`config.mk`:
```
export PLATFORM = sky130hd
export DESIGN_NAME = instr_encoder_loader
export DESIGN_NICKNAME = d
export VERILOG_FILES = /design/src/rtl/mips_isa_pkg.sv /design/src/rtl/instr_field_packer.sv /design/src/rtl/instr_encoder_loader.sv
export SDC_FILE = /design/constraint.sdc
export NUM_CORES = 1
export LEC_CHECK = 0
export ABC_AREA = 1
export ABC_CLOCK_PERIOD_IN_PS = 3800
export BUFFER_PORTS_ARGS = -buffer_cell sky130_fd_sc_hd__buf_2
export CORE_MARGIN = 1
export CORE_UTILIZATION = 25
export CTS_CLUSTER_DIAMETER = 80
export CTS_CLUSTER_SIZE = 40
export DETAILED_ROUTE_END_ITERATION = 10
export PLACE_DENSITY_LB_ADDON = 0.25
export SETUP_SLACK_MARGIN = 0.2
export SLEW_MARGIN = 5
export SYNTH_ARGS = -nofsm -noshare
export SYNTH_HDL_FRONTEND = slang
export SYNTH_SLANG_ARGS = --single-unit
```
`constraint.sdc`:
```
create_clock -name clk -period 3.8 [get_ports clk]
set_input_delay 0 -clock clk [delete_from_list [all_inputs] [get_ports clk]]
set_output_delay 0 -clock clk [all_outputs]
set_load 0.01 [all_outputs]
```
`src/rtl/mips_isa_pkg.sv`:
```
// -----------------------------------------------------------------------------
// mips_isa_pkg
// Shared MIPS ISA definitions for the instruction fetch/decode path and the
// program loader:
//   - 5-bit internal op codes (same numbering as the decoder output)
//   - 6-bit primary opcodes and R-type funct codes
//   - instruction field bit positions
//   - loader FSM state enum
//   - helpers that pack R/I/J-format words with unused fields forced to 0
// -----------------------------------------------------------------------------
package mips_isa_pkg;

  // Internal op codes; 0 and 21..31 are illegal.
  localparam logic [4:0] OP_ADD   = 5'd1;
  localparam logic [4:0] OP_ADDU  = 5'd2;
  localparam logic [4:0] OP_AND   = 5'd3;
  localparam logic [4:0] OP_DIV   = 5'd4;
  localparam logic [4:0] OP_MULT  = 5'd5;
  localparam logic [4:0] OP_OR    = 5'd6;
  localparam logic [4:0] OP_NOR   = 5'd7;
  localparam logic [4:0] OP_SLL   = 5'd8;
  localparam logic [4:0] OP_SUB   = 5'd9;
  localparam logic [4:0] OP_XOR   = 5'd10;
  localparam logic [4:0] OP_J     = 5'd11;
  localparam logic [4:0] OP_JAL   = 5'd12;
  localparam logic [4:0] OP_ADDI  = 5'd13;
  localparam logic [4:0] OP_ADDIU = 5'd14;
  localparam logic [4:0] OP_ANDI  = 5'd15;
  localparam logic [4:0] OP_ORI   = 5'd16;
  localparam logic [4:0] OP_BEQ   = 5'd17;
  localparam logic [4:0] OP_BNE   = 5'd18;
  localparam logic [4:0] OP_LW    = 5'd19;
  localparam logic [4:0] OP_SW    = 5'd20;

  // Primary opcodes (bits 31:26).
  localparam logic [5:0] OPC_RTYPE = 6'b000000;
  localparam logic [5:0] OPC_J     = 6'b000010;
  localparam logic [5:0] OPC_JAL   = 6'b000011;
  localparam logic [5:0] OPC_ADDI  = 6'b001000;
  localparam logic [5:0] OPC_ADDIU = 6'b001001;
  localparam logic [5:0] OPC_ANDI  = 6'b001100;
  localparam logic [5:0] OPC_ORI   = 6'b001101;
  localparam logic [5:0] OPC_BEQ   = 6'b000100;
  localparam logic [5:0] OPC_BNE   = 6'b000101;
  localparam logic [5:0] OPC_LW    = 6'b100011;
  localparam logic [5:0] OPC_SW    = 6'b101011;

  // R-type funct codes (bits 5:0).
  localparam logic [5:0] FN_ADD  = 6'b100000;
  localparam logic [5:0] FN_ADDU = 6'b100001;
  localparam logic [5:0] FN_AND  = 6'b100100;
  localparam logic [5:0] FN_DIV  = 6'b011010;
  localparam logic [5:0] FN_MULT = 6'b011000;
  localparam logic [5:0] FN_OR   = 6'b100101;
  localparam logic [5:0] FN_NOR  = 6'b100111;
  localparam logic [5:0] FN_SLL  = 6'b000000;
  localparam logic [5:0] FN_SUB  = 6'b100010;
  localparam logic [5:0] FN_XOR  = 6'b100110;

  // Field LSB positions.
  localparam int OPC_LSB   = 26;
  localparam int RS_LSB    = 21;
  localparam int RT_LSB    = 16;
  localparam int RD_LSB    = 11;
  localparam int SHAMT_LSB = 6;

  typedef enum logic [2:0] {
    ST_IDLE,
    ST_WRITE,
    ST_RD0,
    ST_RD1,
    ST_CMP,
    ST_RESP
  } state_e;

  function automatic logic [31:0] pack_r(input logic [4:0] rs, input logic [4:0] rt,
                                         input logic [4:0] rd, input logic [4:0] shamt,
                                         input logic [5:0] funct);
    logic [31:0] w;
    w                  = '0;
    w[OPC_LSB +: 6]    = OPC_RTYPE;
    w[RS_LSB +: 5]     = rs;
    w[RT_LSB +: 5]     = rt;
    w[RD_LSB +: 5]     = rd;
    w[SHAMT_LSB +: 5]  = shamt;
    w[5:0]             = funct;
    return w;
  endfunction

  function automatic logic [31:0] pack_i(input logic [5:0] opc, input logic [4:0] rs,
                                         input logic [4:0] rt, input logic [15:0] imm);
    logic [31:0] w;
    w               = '0;
    w[OPC_LSB +: 6] = opc;
    w[RS_LSB +: 5]  = rs;
    w[RT_LSB +: 5]  = rt;
    w[15:0]         = imm;
    return w;
  endfunction

  function automatic logic [31:0] pack_j(input logic [5:0] opc, input logic [25:0] target);
    return {opc, target};
  endfunction

endpackage

```
`src/rtl/instr_field_packer.sv`:
```
// -----------------------------------------------------------------------------
// instr_field_packer
// Combinational encoder: internal op code plus operand fields -> 32-bit MIPS
// word. Fields not used by the selected format are encoded as 0.
// Ports:
//   op_code                in  5   internal op code
//   rs, rt, rd, shamt      in  5   register / shift fields
//   imm                    in  16  I-type immediate
//   target                 in  26  J-type target
//   word                   out 32  encoded instruction (0 when illegal)
//   illegal                out 1   op code outside 1..20
// -----------------------------------------------------------------------------
module instr_field_packer
  import mips_isa_pkg::*;
(
  input  logic [4:0]  op_code,
  input  logic [4:0]  rs,
  input  logic [4:0]  rt,
  input  logic [4:0]  rd,
  input  logic [4:0]  shamt,
  input  logic [15:0] imm,
  input  logic [25:0] target,
  output logic [31:0] word,
  output logic        illegal
);

  always_comb begin
    // NOTE: every output gets a default before the case so no path leaves a
    // variable unassigned, which would otherwise infer a latch.
    word    = '0;
    illegal = 1'b0;
    unique case (op_code)
      OP_ADD:   word = pack_r(rs, rt, rd, shamt, FN_ADD);
      OP_ADDU:  word = pack_r(rs, rt, rd, shamt, FN_ADDU);
      OP_AND:   word = pack_r(rs, rt, rd, shamt, FN_AND);
      OP_DIV:   word = pack_r(rs, rt, rd, shamt, FN_DIV);
      OP_MULT:  word = pack_r(rs, rt, rd, shamt, FN_MULT);
      OP_OR:    word = pack_r(rs, rt, rd, shamt, FN_OR);
      OP_NOR:   word = pack_r(rs, rt, rd, shamt, FN_NOR);
      OP_SLL:   word = pack_r(rs, rt, rd, shamt, FN_SLL);
      OP_SUB:   word = pack_r(rs, rt, rd, shamt, FN_SUB);
      OP_XOR:   word = pack_r(rs, rt, rd, shamt, FN_XOR);
      OP_J:     word = pack_j(OPC_J, target);
      OP_JAL:   word = pack_j(OPC_JAL, target);
      OP_ADDI:  word = pack_i(OPC_ADDI, rs, rt, imm);
      OP_ADDIU: word = pack_i(OPC_ADDIU, rs, rt, imm);
      OP_ANDI:  word = pack_i(OPC_ANDI, rs, rt, imm);
      OP_ORI:   word = pack_i(OPC_ORI, rs, rt, imm);
      OP_BEQ:   word = pack_i(OPC_BEQ, rs, rt, imm);
      OP_BNE:   word = pack_i(OPC_BNE, rs, rt, imm);
      OP_LW:    word = pack_i(OPC_LW, rs, rt, imm);
      OP_SW:    word = pack_i(OPC_SW, rs, rt, imm);
      default:  illegal = 1'b1;
    endcase
  end

endmodule

```
`src/rtl/instr_encoder_loader.sv`:
```
// -----------------------------------------------------------------------------
// instr_encoder_loader
// Encodes one instruction per transaction and writes it into the shared 32x32
// instruction/data memory at an auto-incrementing pointer, optionally reading
// it back to verify. Used to load programs before fetch starts at BASE_ADDR.
// Ports:
//   clk, rst                  clock, async active-high reset
//   in_valid / in_ready       request handshake (ready only in IDLE)
//   op_code, rs, rt, rd,
//   shamt, imm, target        instruction fields
//   addr_load, addr_in        pointer load (IDLE only)
//   mem_addr, mem_mode,
//   mem_datain, mem_data_out  memory port (mode 0 = write, 1 = read)
//   wr_ptr, word_last         current pointer, last encoded word
//   done, err, mismatch       completion pulse and status
// -----------------------------------------------------------------------------
module instr_encoder_loader
  import mips_isa_pkg::*;
#(
  parameter int ADDR_W    = 5,
  parameter int BASE_ADDR = 12,
  parameter int VERIFY    = 1
) (
  input  logic              clk,
  input  logic              rst,
  input  logic              in_valid,
  output logic              in_ready,
  input  logic [4:0]        op_code,
  input  logic [4:0]        rs,
  input  logic [4:0]        rt,
  input  logic [4:0]        rd,
  input  logic [4:0]        shamt,
  input  logic [15:0]       imm,
  input  logic [25:0]       target,
  input  logic              addr_load,
  input  logic [ADDR_W-1:0] addr_in,
  output logic [ADDR_W-1:0] mem_addr,
  output logic              mem_mode,
  output logic [31:0]       mem_datain,
  input  logic [31:0]       mem_data_out,
  output logic [ADDR_W-1:0] wr_ptr,
  output logic [31:0]       word_last,
  output logic              done,
  output logic              err,
  output logic              mismatch
);

  localparam logic [ADDR_W-1:0] BASE_PTR = ADDR_W'(BASE_ADDR);
  localparam logic [ADDR_W-1:0] PTR_ONE  = ADDR_W'(1);

  state_e            state_q, state_d;
  logic [ADDR_W-1:0] wr_ptr_q;
  logic [ADDR_W-1:0] mem_addr_q;
  logic              mem_mode_q;
  logic [31:0]       mem_datain_q;
  logic [31:0]       word_last_q;
  logic              err_q;
  logic              mismatch_q;

  logic [31:0]       enc_word;
  logic              enc_illegal;
  logic [ADDR_W-1:0] tgt_ptr;

  instr_field_packer u_packer (
    .op_code (op_code),
    .rs      (rs),
    .rt      (rt),
    .rd      (rd),
    .shamt   (shamt),
    .imm     (imm),
    .target  (target),
    .word    (enc_word),
    .illegal (enc_illegal)
  );

  // A pointer load in the accept cycle redirects that same word.
  assign tgt_ptr = addr_load ? addr_in : wr_ptr_q;

  // State register.
  always_ff @(posedge clk or posedge rst) begin
    // NOTE: sequential state uses non-blocking assignments so every register
    // samples pre-edge values regardless of statement order.
    if (rst) state_q <= ST_IDLE;
    else     state_q <= state_d;
  end

  // Next-state logic.
  always_comb begin
    state_d = state_q;
    unique case (state_q)
      ST_IDLE:  if (in_valid) state_d = enc_illegal ? ST_RESP : ST_WRITE;
      ST_WRITE: state_d = (VERIFY != 0) ? ST_RD0 : ST_RESP;
      ST_RD0:   state_d = ST_RD1;
      ST_RD1:   state_d = ST_CMP;
      ST_CMP:   state_d = ST_RESP;
      ST_RESP:  state_d = ST_IDLE;
      default:  state_d = ST_IDLE;
    endcase
  end

  // Outputs decoded from state.
  always_comb begin
    in_ready = (state_q == ST_IDLE);
    done     = (state_q == ST_RESP);
  end

  // Pointer, memory port and status registers. The memory port is registered
  // so reset drops mem_mode to read at once, blocking any further write.
  always_ff @(posedge clk or posedge rst) begin
    if (rst) begin
      wr_ptr_q     <= BASE_PTR;
      mem_addr_q   <= BASE_PTR;
      mem_mode_q   <= 1'b1;
      mem_datain_q <= '0;
      word_last_q  <= '0;
      err_q        <= 1'b0;
      mismatch_q   <= 1'b0;
    end else begin
      unique case (state_q)
        ST_IDLE: begin
          if (addr_load) wr_ptr_q <= addr_in;
          if (in_valid) begin
            if (enc_illegal) begin
              err_q      <= 1'b1;
              mismatch_q <= 1'b0;
            end else begin
              mem_mode_q   <= 1'b0;
              mem_addr_q   <= tgt_ptr;
              mem_datain_q <= enc_word;
              word_last_q  <= enc_word;
            end
          end
        end
        ST_WRITE: begin
          // mem_addr keeps the written address for the readback states.
          mem_mode_q <= 1'b1;
          wr_ptr_q   <= wr_ptr_q + PTR_ONE;
          if (VERIFY == 0) begin
            err_q      <= 1'b0;
            mismatch_q <= 1'b0;
          end
        end
        ST_CMP: begin
          err_q      <= 1'b0;
          mismatch_q <= (mem_data_out != word_last_q);
        end
        default: ;
      endcase
    end
  end

  assign wr_ptr     = wr_ptr_q;
  assign mem_addr   = mem_addr_q;
  assign mem_mode   = mem_mode_q;
  assign mem_datain = mem_datain_q;
  assign word_last  = word_last_q;
  assign err        = err_q;
  assign mismatch   = mismatch_q;

endmodule
```
==> flow_summary.toml, run 1 <==
[synthesis]
syn_area_per_cell_um2 = 6.64
yosysTopAreaCell = "dfrtp_1"
synth_edf_count = 0
synthTopCellsByCount = "nand2_1, inv_1, dfrtp_1"
yosysMostFrequentCell = "nand2_1"
synth_area_leaders = "dfrtp_1, nand2_1, buf_4, inv_1, nand3_1"
ys_ff_latch = 47
synth.cell_area_um2 = 3350
synth_top_area_share = 0.314
yosysUniqueCellTypes = 30
ys_async_sr_fraction = 1.00
ys_seq_area_frac = 0.353
ys_dominant_reg_cell = "dfrtp_1"
synth-warning-count = 0
syn_inst = 505

[sta]
hold_slack_ns = -0.0355
slew_viol_final = 0
rsz0062_at_grt = "no"
finClkSkew_ns = 0.00433
fin_tns_setup_ns = 0
hold_viol_final = 42
relSlewSlack = 0.318
period_share = 0.658
tightestPinTransition_ns = 1.02
finalSetupViolations = 0
fmax_mhz = 400
final.min_clock_period_ns = 2.50

[floorplan]
start_util = 0.261
io_pins = 187
core_um2 = 12800
row_count = 41
dieArea_um2 = 13900
die_h_um = 118
dieWidth_um = 118

[setup_path]
path_buf_inv = 1
slowest_delay_ns = 0.73
timing.rr.start = "state_q[1]"
critPathKind = "reg2reg"
path_delay_family = "simple AND/OR/NAND/NOR gates"
crit_path_start_kind = "register"
cp_data_required_time_ns = 3.98
cp_cell_sequence = "nor2_1 -> inv_1 -> nor2_2 -> nand3_2 -> o21ai_0"
arrival_ns = 2.68
end_kind = "register"
crit_path_max_fanout = 49
cp-startpoint = "state_q[1]"
cp_slowest_cell = "nand3_2"

[finish]
area_growth_pct = 30.0
antenna_cells = 0
nFillCells = 1415
drive_gt1_frac = 0.339
multiInputGateArea_um2 = 1670
final_nets = 765
register_area_um2 = 1180

[clock_network]
ctsHoldBuffers = 1
cts_setup_buffers = 0
clk_pin_slew_ns = 0.06
htreeDepth = 2
cts.repair.resized = 0
cts-root-buf = "clkbuf_16"
clock_latency_ns = 0.28
cts_tree = "done"
cts_made_buffers = 5
cts_buffer_depth = 2
cts_sinks = 47

[drt]
wl_per_cell_um = 12.6
final_antenna_net_count = 0
dr.pass1.iters = 5
first_iter_violations = 262
viasPerCell = 4.34
vias = 3601
drc = 0
finalWirelength_um = 10500

[place]
port_buffers = 184
dp_hpwl_um = 8310
gp_congestion = 0.832

[global_route]
grt_pass1_vias = 3422
grt_pass1_wl_um = 16900
grt_max_degree = 50
gr-total-overflow = 0
antenna_found_initial = 0
grtUsageTotal = 0.152

[hold_path]
min_path_type = "in2async"

[pwr]
switching_share = 0.429
combPwrFrac = 0.483
switchingPower_mw = 1.25
power_frac_clock = 0.168
power.total_mw = 2.93
power_frac_seq = 0.349
peakVddDrop_mv = 0.210
power_density_nw_per_um2 = 671
power.leakage_nw = 2.53
internal-power_mw = 1.67

[run]
cap_viol_max_count = 0

[status]
violations = "negative hold slack"
status = "finished, violations left"
==> power by group through the flow <==
stage                     Sequential (mW)  Combinational [mW]  Clock, mW
final                                1.02                1.41      0.492
after global routing                 1.07                1.59      0.529
after CTS                            1.03                1.44      0.513
after detailed placement             1.03                1.43          0
after global placement               1.02                1.41          0
after floorplan                      1.08               0.957          0
==> registers in the layout, indices dropped and copies added (netlist names) <==
name / count
err: 1
mem_addr: 5
mem_mode: 1
mismatch: 1
state_q: 3
word_last: 31
wr_ptr: 5
==> cell usage in the layout (no fill, tap or decap), types with 3 or more instances in the layout <==
master and count:
nand2_1 213, a21oi_1 7, nand4_1 4, o221ai_1 4, dfrtp_1 42, or2_2 15
xnor2_1 16, nand3_1 30, clkbuf_16 5, nor3_1 3, buf_2 184, nor2_1 35
dfstp_2 5, inv_1 45, o21ai_0 23, inv_2 5
==> metal layers <==
metal	GRT usage	vias up	part of all wire
met5	0	-	0
met3	0.0262	13	0.055
li1	-	1831	-
met2	0.261	149	0.47
met1	0.194	1608	0.46
met4	0.0473	0	0.016
==> cell families after synthesis <==
family	Yosys count	synth area share
buffers and inverters	93	0.150
AO/OA/AOI/OAI	41	0.0717
AND/OR/NAND/NOR	306	0.379
other	1	0.00112
XOR/XNOR	16	0.0418
flip-flops	47	0.353
adder cells (fa/ha/maj)	1	0.00373
==> layout make-up <==
class                      instances  share of cell area
multi-input combinational        366               0.383
sequential                        47               0.271
timing repair buffer             186               0.215
tap                              172              0.0494
inverter                          50              0.0431
clock buffer                       7              0.0304
clock inverter                     1             0.00689
==> path summary, 6_finish.rpt <==
path / slack, ns / to / depth (start not counted)
max: 1.30 / mem_addr[2] / 5
min: -0.04 / wr_ptr[0] / 2
max reg2reg: 1.30 / mem_addr[2] / 5
min reg2reg: 0.47 / mem_mode / 2
max in group asynchronous: 3.21 / word_last[26] / 2
min in group clk: 0.01 / word_last[22] / 5
==> through the flow <==
stage | instance area [um^2] | hold WS (ns) | worst slack (ns) | instances | utilization
CTS | 4360 | 0.00235 | 1.26 | 829 | 0.340
global placement | 4180 | 0.297 | 1.44 | 820 | 0.326
floorplan | 3350 | 0.152 | 2.17 | 506 | -
finish | 4360 | -0.0355 | 1.30 | 829 | 0.340
global route | 4360 | 0.0215 | 0.982 | 829 | 0.340
detailed placement | 4180 | 0.297 | 1.25 | 820 | 0.326
(Power assumes the default switching activity.)
==> run 2, diff against run 1 <==
--- a/config.mk
+++ b/config.mk
@@ -6,7 +6,7 @@
 export NUM_CORES = 1
 export LEC_CHECK = 0
 export ABC_AREA = 1
-export ABC_CLOCK_PERIOD_IN_PS = 3800
+export ABC_CLOCK_PERIOD_IN_PS = 2000
 export BUFFER_PORTS_ARGS = -buffer_cell sky130_fd_sc_hd__buf_2
 export CORE_MARGIN = 1
 export CORE_UTILIZATION = 25
==> constraint.sdc (replaced) <==
create_clock -name clk -period 2 [get_ports clk]
set_input_delay 0 -clock clk [delete_from_list [all_inputs] [get_ports clk]]
set_output_delay 0 -clock clk [all_outputs]
set_load 0.01 [all_outputs]
==> run 2 against run 1 <==
The flow still finishes with violations (negative hold slack). Final cell count rose by 1.2%. Setup slack got worse by 0.88 ns. Global-route usage fell by 0.077 points. Critical path depth rose by 6. Register-to-register slack got worse by 0.88 ns. Maximum frequency rose by 58%. Die area did not move. Sequential power rose by 89%. Sequential share of layout area fell by 0.53 points.
==> flow_summary.toml, run 2 (same netlist as run 1, synthesis figures left out) <==
[drt]
dr.pass1.iters = 4
viasPerCell = 4.24
wl_per_cell_um = 12.3
final_antenna_net_count = 0
vias = 3555
first_iter_violations = 157
finalWirelength_um = 10300
drc = 0

[pwr]
combPwrFrac = 0.484
power.total_mw = 5.63
peakVddDrop_mv = 0.463
power_density_nw_per_um2 = 1270
switching_share = 0.427
power.leakage_nw = 2.58
power_frac_clock = 0.173
switchingPower_mw = 2.41
internal-power_mw = 3.22
power_frac_seq = 0.343

[hold_path]
hold-path-cell-count = 5
min_path_type = "in2reg"
worstHoldStart = "rt[4]"
hold_end = "word_last[20]"

[sta]
finClkSkew_ns = 0.00380
rsz0062_at_grt = "no"
final.min_clock_period_ns = 1.58
finalSetupViolations = 0
slew_viol_final = 0
fmax_mhz = 633
hold_viol_final = 1
hold_slack_ns = -0.00176
fin_tns_setup_ns = 0
tightestPinTransition_ns = 0.615
relSlewSlack = 0.590
period_share = 0.789

[clock_network]
cts-root-buf = "clkbuf_16"
clock_latency_ns = 0.29
cts_tree = "done"
cts.repair.resized = 0
cts_made_buffers = 5
htreeDepth = 2
cts_sinks = 47
clk_pin_slew_ns = 0.07
cts_buffer_depth = 2

[setup_path]
crit_path_max_fanout = 6
arrival_ns = 1.81
rrSetupSlack_ns = 0.42
critPathKind = "reg2reg"
end_kind = "register"
path_delay_family = "simple AND/OR/NAND/NOR gates"
cp_cell_sequence = "nor2_1 -> inv_1 -> nor2_2 -> inv_1 -> nor2_1 -> inv_1 -> nand2_1 -> inv_1 -> nand2_1 -> nand2_1 -> nand2_1"
cp_data_required_time_ns = 2.23
rr_worst_depth = 11
timing.rr.start = "state_q[1]"
slowest_delay_ns = 0.42
cp_slowest_cell = "dfrtp_1"
path_buf_inv = 4
r2r-end = "mismatch"
crit_path_start_kind = "register"

[global_route]
use_met2 = 0.263
grt_max_degree = 48
grt_util_met3 = 0.0276
grt_pass1_vias = 3408
grt_busiest_layer = "met2"
gr-total-overflow = 0
antenna_found_initial = 0
grt_pass1_wl_um = 16800
grtUsageTotal = 0.152
grt_use_met1 = 0.195

[floorplan]
dieWidth_um = 118
io_pins = 187
start_util = 0.261
dieArea_um2 = 13900
core_um2 = 12800
row_count = 41
die_h_um = 118

[finish]
drive_gt1_frac = 0.351
final_nets = 775
finish.utilization = 0.346
area_growth_pct = 32.6
final_cell_area_um2 = 4440
final_common_cell = "nand2_1"
antenna_cells = 0
final_cell_mix = "nand2_1, buf_2, inv_1, dfrtp_1, nor2_1"
largest_reg_flops = 31

[place]
postPlaceCellArea_um2 = 4240
dp_hpwl_um = 8330
gp_congestion = 0.847
port_buffers = 184

[status]
violations = "negative hold slack"
status = "finished, violations left"

[run]
cap_viol_max_count = 0
-- run 2: cell types whose count changed in the layout (fill, tap and decap cells not counted) --
cell           before  now
buf_4               1   10
clkbuf_1            2    0
clkinvlp_4          0    1
dlygate4sd3_1       1    2
inv_6               0    1
-- run 2: repair_timing --
| action | in CTS | in global routing |
|---|---|---|
| hold buffers | 2 | 0 |
| endpoints found under the setup margin | 0 | 9 |
| endpoints found under the hold margin | 43 | 0 |
| setup buffers | 0 | 2 |
-- run 2: power by group through the flow --
| stage | clock [mW] | sequential, mW | combinational, mW |
|---|---|---|---|
| final | 0.975 | 1.93 | 2.73 |
| after global routing | 1.05 | 2.03 | 3.05 |
| after CTS | 1.01 | 1.95 | 2.76 |
| after detailed placement | 0 | 1.96 | 2.75 |
| after global placement | 0 | 1.94 | 2.74 |
| after floorplan | 0 | 2.05 | 1.82 |
-- run 2: how the worst max path moves through the flow --
stage                          start            end  slack, ns  cells past startpoint
final                     state_q[1]       mismatch       0.42                     11
after global routing      state_q[1]            err       0.24                     11
after CTS                 state_q[1]  word_last[18]       0.30                      8
after detailed placement  op_code[3]  word_last[18]       0.19                     11
after global placement    op_code[3]  word_last[18]       0.29                     11
after floorplan           state_q[1]            err       0.36                     10
-- run 2: layout make-up --
| cell class | instances | area, um^2 |
|---|---|---|
| fill | 1428 | 8380 |
| clock inverter | 3 | 46.3 |
| inverter | 50 | 188 |
| sequential | 47 | 1180 |
| timing repair buffer | 196 | 1020 |
| tap | 172 | 215 |
| clock buffer | 5 | 125 |
| multi-input combinational | 366 | 1670 |
-- run 2: worst min-delay path: stages --
cell	delay, ns
buf_2	0.07
nand2_1	0.04
nand2_1	0.05
nand2_1	0.05
nand2_1	0.04
-- run 2: metal layers --
metal,wire length [um],vias to the layer above
li1,-,1851
met2,4860,138
met4,66,0
met1,4810,1562
met5,0,-
met3,598,4
-- run 2: metrics by stage --
stage,setup WS [ns],instances
floorplan,0.365,506
global placement,0.285,827
detailed placement,0.194,827
CTS,0.298,837
global route,0.237,839
finish,0.421,839
